==> config.mk <==
export PLATFORM = sky130hd
export DESIGN_NAME = ysyx_23060236_icache
export DESIGN_NICKNAME = d
export VERILOG_FILES = /design/src/rtl/ysyx_23060236_icache.sv
export SDC_FILE = /design/constraint.sdc
export NUM_CORES = 2
export LEC_CHECK = 0
export ABC_CLOCK_PERIOD_IN_PS = 14170
export BUFFER_PORTS_ARGS = -buffer_cell sky130_fd_sc_hd__buf_2
export CAP_MARGIN = 20
export CORE_MARGIN = 10
export CORE_UTILIZATION = 35
export CTS_CLUSTER_SIZE = 40
export DETAILED_ROUTE_END_ITERATION = 10
export PLACE_DENSITY = 0.54
export SYNTH_ARGS = -nofsm -noshare
export SYNTH_HDL_FRONTEND = slang
export SYNTH_MEMORY_MAX_BITS = 65536
export SYNTH_SLANG_ARGS = --single-unit
==> constraint.sdc <==
create_clock -name clock -period 14.17 [get_ports clock]
set_input_delay 4.251 -clock clock [delete_from_list [all_inputs] [get_ports clock]]
set_output_delay 4.251 -clock clock [all_outputs]
set_load 0.02 [all_outputs]
==> src/rtl/ysyx_23060236_icache.sv <==
// ysyx_23060236_icache
//   Direct-mapped instruction cache beside the IFU. It has 2^SET_BITS sets
//   of 32-byte lines (8 x 32-bit words) over a 25-bit byte address.
//   - The lookup is purely combinational.
//   - The IFU streams refill words in order 0..7 into the write port.
//   - fence_req starts a multi-cycle sweep that clears every valid bit.
//
// Ports
//   clock, reset      single clock; synchronous active-high reset
//   icache_araddr     lookup byte address (bits [1:0] ignored)
//   icache_rdata      word at icache_araddr, returned whether or not it hits
//   icache_hit        lookup hit (forced low while sweeping)
//   icache_awaddr     refill word address (bits [1:0] ignored)
//   icache_wdata      refill word
//   icache_wvalid     refill strobe, one word per asserted cycle
//   fence_req         single-cycle invalidate request
//   fence_busy        invalidate sweep in progress
//
// Invalidate FSM
//   state | meaning
//   IDLE  | normal lookups; a fence_req starts a sweep
//   FLUSH | clears valid[cnt_q] each cycle; hits suppressed; fence_req ignored

module ysyx_23060236_icache #(
  parameter int SET_BITS = 4
) (
  input  logic        clock,
  input  logic        reset,
  input  logic [24:0] icache_araddr,
  output logic [31:0] icache_rdata,
  output logic        icache_hit,
  input  logic [24:0] icache_awaddr,
  input  logic [31:0] icache_wdata,
  input  logic        icache_wvalid,
  input  logic        fence_req,
  output logic        fence_busy
);

  localparam int SETS  = 1 << SET_BITS;
  localparam int TAG_W = 25 - 5 - SET_BITS;

  typedef enum logic {
    IDLE,
    FLUSH
  } state_t;

  state_t              state_q, state_d;
  logic [SET_BITS-1:0] cnt_q, cnt_d;
  logic [SETS-1:0]     valid_q, valid_d;

  logic [31:0]         data_arr [SETS*8];
  logic [TAG_W-1:0]    tag_arr  [SETS];

  logic [TAG_W-1:0]    r_tag, w_tag;
  logic [SET_BITS-1:0] r_idx, w_idx;
  logic [2:0]          r_word, w_word;

  assign r_tag  = icache_araddr[24:SET_BITS+5];
  assign r_idx  = icache_araddr[SET_BITS+4:5];
  assign r_word = icache_araddr[4:2];
  assign w_tag  = icache_awaddr[24:SET_BITS+5];
  assign w_idx  = icache_awaddr[SET_BITS+4:5];
  assign w_word = icache_awaddr[4:2];

  // Byte-offset bits are dropped; this gathers them so they are not flagged as dangling.
  logic unused_addr_bits;
  assign unused_addr_bits = ^{icache_araddr[1:0], icache_awaddr[1:0]};

  always_comb begin
    state_d = state_q;
    cnt_d   = cnt_q;
    case (state_q)
      IDLE: begin
        if (fence_req) begin
          state_d = FLUSH;
          cnt_d   = '0;
        end
      end
      FLUSH: begin
        cnt_d = cnt_q + 1'b1;
        if (&cnt_q) state_d = IDLE;
      end
      default: state_d = IDLE;
    endcase
  end

  // The sweep clear is applied last, so it wins over a word-7 set of the same set.
  // A line whose word 7 lands during FLUSH is never marked valid.
  always_comb begin
    valid_d = valid_q;
    if (icache_wvalid) begin
      if (w_word == 3'd0)
        valid_d[w_idx] = 1'b0;
      else if (w_word == 3'd7 && state_q == IDLE)
        valid_d[w_idx] = 1'b1;
    end
    if (state_q == FLUSH) valid_d[cnt_q] = 1'b0;
  end

  always_ff @(posedge clock) begin
    if (reset) begin
      state_q <= IDLE;
      cnt_q   <= '0;
      valid_q <= '0;
    end else begin
      state_q <= state_d;
      cnt_q   <= cnt_d;
      valid_q <= valid_d;
    end
  end

  // The data and tag arrays are not reset; the valid bits alone guard them.
  always_ff @(posedge clock) begin
    if (icache_wvalid) begin
      data_arr[{w_idx, w_word}] <= icache_wdata;
      if (w_word == 3'd0) tag_arr[w_idx] <= w_tag;
    end
  end

  assign icache_rdata = data_arr[{r_idx, r_word}];
  assign icache_hit   = valid_q[r_idx] && (tag_arr[r_idx] == r_tag) && (state_q == IDLE);
  assign fence_busy   = (state_q == FLUSH);

endmodule

; ---- Word-level counts from Yosys, hierarchy flattened
; Memory sizes are Yosys's and may differ from the RTL's.
; Cells that the tools add are included.
[word_totals]
regBits = 21
ramBits = 4352
in_bits = 86
word_cells = 47
mem_count = 2
[mem_list]
columns = name, words, word_bits, read_ports, rd_clocked_by_memory_dff, write_ports, line
row1 = data_arr, 128, 32, 1, 0, 1, 51  ; logic [31:0] data_arr [SETS*8];
row2 = tag_arr, 16, 16, 1, 0, 1, 52  ; logic [TAG_W-1:0] tag_arr [SETS];
[op_classes]
addsub = 1
magnitude_cmp = 5
n_eq_ne = 3
n_mux = 20
bitwise = 6
n_reduce_logical = 7
[ops]
columns = cell, count
row1 = two-way mux 16 bit, 4
row2 = AND 16 bit, 2
row3 = inverter 16 bit, 2
row4 = == test 16 bit, 1
row5 = bitwise OR 16 bit, 1
row6 = less-than comparator 4 x 5 -> 1 bit (second input constant), 3
row7 = two-way mux 1 bit, 10
row8 = demux 1 bit (select 4 bit), 2
row9 = >= comparator 4 x 1 -> 1 bit (second input constant), 2
row10 = one-hot mux 4 bit (2 select lines), 1
row11 = logical AND 1 bit, 5
row12 = adder 4 x 1 -> 4 bit (second input constant), 1
row13 = binary-select mux 1 bit (select 4 bit), 1
row14 = two-way mux 4 bit, 1
row15 = AND reduction 4 bit, 1
row16 = == test 3 bit (second input constant), 1
row17 = zero test 3 bit, 1
row18 = inequality test 2 bit (second input constant), 1
row19 = one-hot mux 1 bit (2 select lines), 1
row20 = inverter 1 bit, 1

; ---- Longest topological paths before layout
[logic_depth]
word_depth = 10
mapped_depth = 10
ltp_nobuf = 7

; ---- Worst setup path before layout
; No wires, ideal clock.
[synth_timing]
path_kind = input to output
from = in icache_araddr[2]
to = out icache_rdata[21]
arrival_time_ns = 6.680
t_required_ns = 9.919
path_slack_ns = 3.239
path_stages = 9
path_buffers = 4
path_cell_list = buf_2 > buf_2 > buf_2 > buf_1 > mux4_2 > mux4_2 > nand2_1 > nand3_1 > and3_1
[synth_via]
elab_chain_cells = 1
[synth_lines]
columns = item, line
row1 = from (decl), 29  ; input logic [24:0] icache_araddr,
row2 = memory read (128 x 32 bit), --
row3 = to (decl), 30  ; output logic [31:0] icache_rdata,
; Every way passes these cells.

; ---- Final worst setup path
[layout_timing]
from = in icache_araddr[2]
to = out icache_rdata[4]
; Same word-level chain as after synthesis.

==> flow_summary.yaml <==
clock_tree:
  clk_latency_ns: 0.99
  cts_hold_buf: 0
  ctsResizeCount: 0
  cts.sinks: 4373
  cts_made_buffers: 438
  cts_max_level: 5
  cts-root-buf: "clkbuf_16"
  cts_setup_buffers: 0
  ctsLongestPathBuffers: 4
  cts_tree: "built"
  clk_pin_slew_ns: 0.05
drt:
  via_per_inst: 5.52
  drc: 0
  num_vias: 76900
  wl_per_cell_um: 32.5
  firstDrtPassIters: 5
  ant_nets: 0
  wl_mm: 453
  drt_iter0_markers: 9504
floorplan:
  die_x_um: 710
  fp.dieH_um: 710
  row_count: 253
  initial_core_util: 0.351
  core-area_sq_um: 475000
  dieArea_sq_um: 504000
  io_pins: 120
synth:
  yosysUniqueCellTypes: 43
  syn_avg_cell_area_sq_um: 24.6
  yosysTopAreaCell: "edfxtp_1"
  netlist_area_sq_um: 167000
  synth-seq-area-share: 0.786
  synth_top_area_share: 0.784
  ys_ff_latch: 4373
  ys_warn_count: 0
  mappedNetlistNets: 6881
  synthTopCellsByArea: "edfxtp_1 78%, mux4_2 18%, clkbuf_1 0.47%, nor2_1 0.38%, mux2i_1 0.35%"
  synth_cells: 6791
finish:
  fillCellCount: 41300
  layout_commonest_cell: "edfxtp_1"
  multi_input_area_sq_um: 35200
  layout-drive-gt1-share: 0.330
  fin_cells: 13900
  final_cell_mix: "4,352 x edfxtp_1, 1,345 x mux4_2, 444 x clkbuf_16"
  areaGrowthSynthToFinish_pct: 14.8
  register_area_sq_um: 131000
  fin_nets: 7387
critical_path:
  crit_chain: "buf_12 -> buf_12 -> buf_4 -> buf_4 -> mux4_2 -> mux4_2 -> nand2_1 -> nand3_1 -> and3_1 -> buf_2"
  crit_buf_inv: 5
  crit_type: "input port to output port"
  required_ns: 9.92
  cp_slowest_stage_delay_ns: 0.60
  critPathTopFamily: "buffers and inverters"
  crit_path_end_kind: "output port"
  worstPathMaxFanout: 69
  r2r_setup_slack_ns: 12.19
  slowest_stage: "mux4_2"
  cp.arrival_ns: 8.39
  startpoint_type: "input port"
timing:
  period_minus_slack_ns: 12.64
  drv_slew: 0
  tightestPinTransition_ns: 1.28
  fin_skew_ns: 0.00465
  fin_crit_sh: 0.892
  rsz0062_at_grt: "no"
  finalSetupTns_ns: 0
  setup_viol: 0
  timing.final.hold_violations: 0
  whs_ns: 0.510
  setup_slack_ns: 1.53
  max_freq_mhz: 79.1
  slew_headroom: 0.138
power:
  p_per_area_nw_per_um2: 140
  sw_frac_of_total: 0.215
  p_leak_nw: 58.2
  p_comb_frac: 0.052
  worst_ir_drop_vdd_mv: 0.115
  p_sw_mw: 5.76
  pwr-share-seq: 0.532
  p_int_mw: 21.1
  total_power_mw: 26.8
  clock_power_share: 0.416
place:
  place_congestion: 0.785
  place_ws_ns: 1.41
  place_inst: 13100
  portBuffers: 115
  dp_hpwl_mm: 242
grt:
  grt_usage: 0.176
  grt_pass1_vias: 78900
  grt_pass1_wl_mm: 630
  overflow: 0
  grt_max_degree: 146
  antenna_found_initial: 64
job:
  cap_viol_max_count: 0
status:
  status: "finished clean"
min_path:
  hold_path_class: "flip-flop to flip-flop"
-- cell usage after synthesis, drive strengths merged --
master / n
nand4: 4
edfxtp: 4352
clkbuf: 207
a31oi: 9
o221ai: 1
nor2: 167
inv: 5
xor2: 14
o2111ai: 1
a221oi: 36
nor2b: 11
dfxtp: 21
ha: 4
a21oi: 8
a22o: 1
a41oi: 1
o21ai: 43
mux4: 1345
buf: 163
a2111oi: 12
o32a: 1
o311a: 1
or4: 1
nor3: 9
nor4b: 1
a211o: 1
or3: 1
a211oi: 5
nor3b: 1
nand2: 157
o211ai: 3
xnor2: 12
and2: 9
and3: 32
o31ai: 1
and2b: 1
mux2i: 59
a22oi: 8
o22a: 1
nand3: 82
-- sequential cells by signal, indices dropped and copies added (netlist names) --
register / count
data_arr: 4096
valid_q: 16
fence_busy: 1
tag_arr: 256
cnt_q: 4
-- cell families (layout without fill, tap and decap cells) --
group | count (synthesis) | count (layout) | share of synthesized area
AOI/OAI and AO/OA | 133 | 133 | 0.00559
buffers and inverters | 375 | 1237 | 0.00894
xor gates and xnor gates | 26 | 26 | 0.00137
muxes | 1404 | 1404 | 0.185
DFF | 4373 | 4373 | 0.786
adders and majority gates | 4 | 4 | 0.000300
other | 0 | 32 | 0
and+or+nand+nor | 476 | 476 | 0.0124
-- worst register-to-register path: stages (launching register included) --
cell and delay [ns]:
dfxtp_1 0.35, buf_4 0.24, nor2_1 0.50, a31oi_1 0.21, a2111oi_0 0.52
-- power by group through the flow --
stage                     logic, mW  clock network [mW]  registers (mW)
after floorplan               0.707                   0            14.6
final                          1.39                11.2            14.3
after global routing           1.46                11.9            14.3
after detailed placement       1.41                   0            14.6
after CTS                      1.41                11.4            14.3
after global placement         1.38                   0            14.6
-- path summary, 6_finish.rpt --
check / start / end / cells after the start
max reg2reg: fence_busy / valid_q[5] / 4
max: icache_araddr[2] / icache_rdata[4] / 10
min: valid_q[11] / valid_q[11] / 2
min reg2reg: valid_q[11] / valid_q[11] / 2
-- through the flow --
stage	cell area (sq um)	util
floorplan	167000	-
global placement	178000	0.374
detailed placement	178000	0.374
CTS	191000	0.403
global route	191000	0.403
finish	191000	0.403
-- routing by layer --
layer,up-vias,global-route usage,part of all wire
met4,22,0.0447,0.027
met5,-,0,0.00033
li1,30500,-,-
met2,3068,0.286,0.48
met3,688,0.0354,0.081
met1,42600,0.245,0.41
-- final cells by class --
| type | count | area share |
|---|---|---|
| Inverter | 5 | 0.000118 |
| Timing Repair Buffer | 436 | 0.0188 |
| Clock buffer | 546 | 0.0601 |
| Antenna cell | 32 | 0.000418 |
| Tap cell | 6247 | 0.0408 |
| Multi-Input combinational cell | 2043 | 0.184 |
| Sequential cell | 4373 | 0.685 |
| Clock inverter | 250 | 0.0110 |
Power figures use the tool's default switching activity.
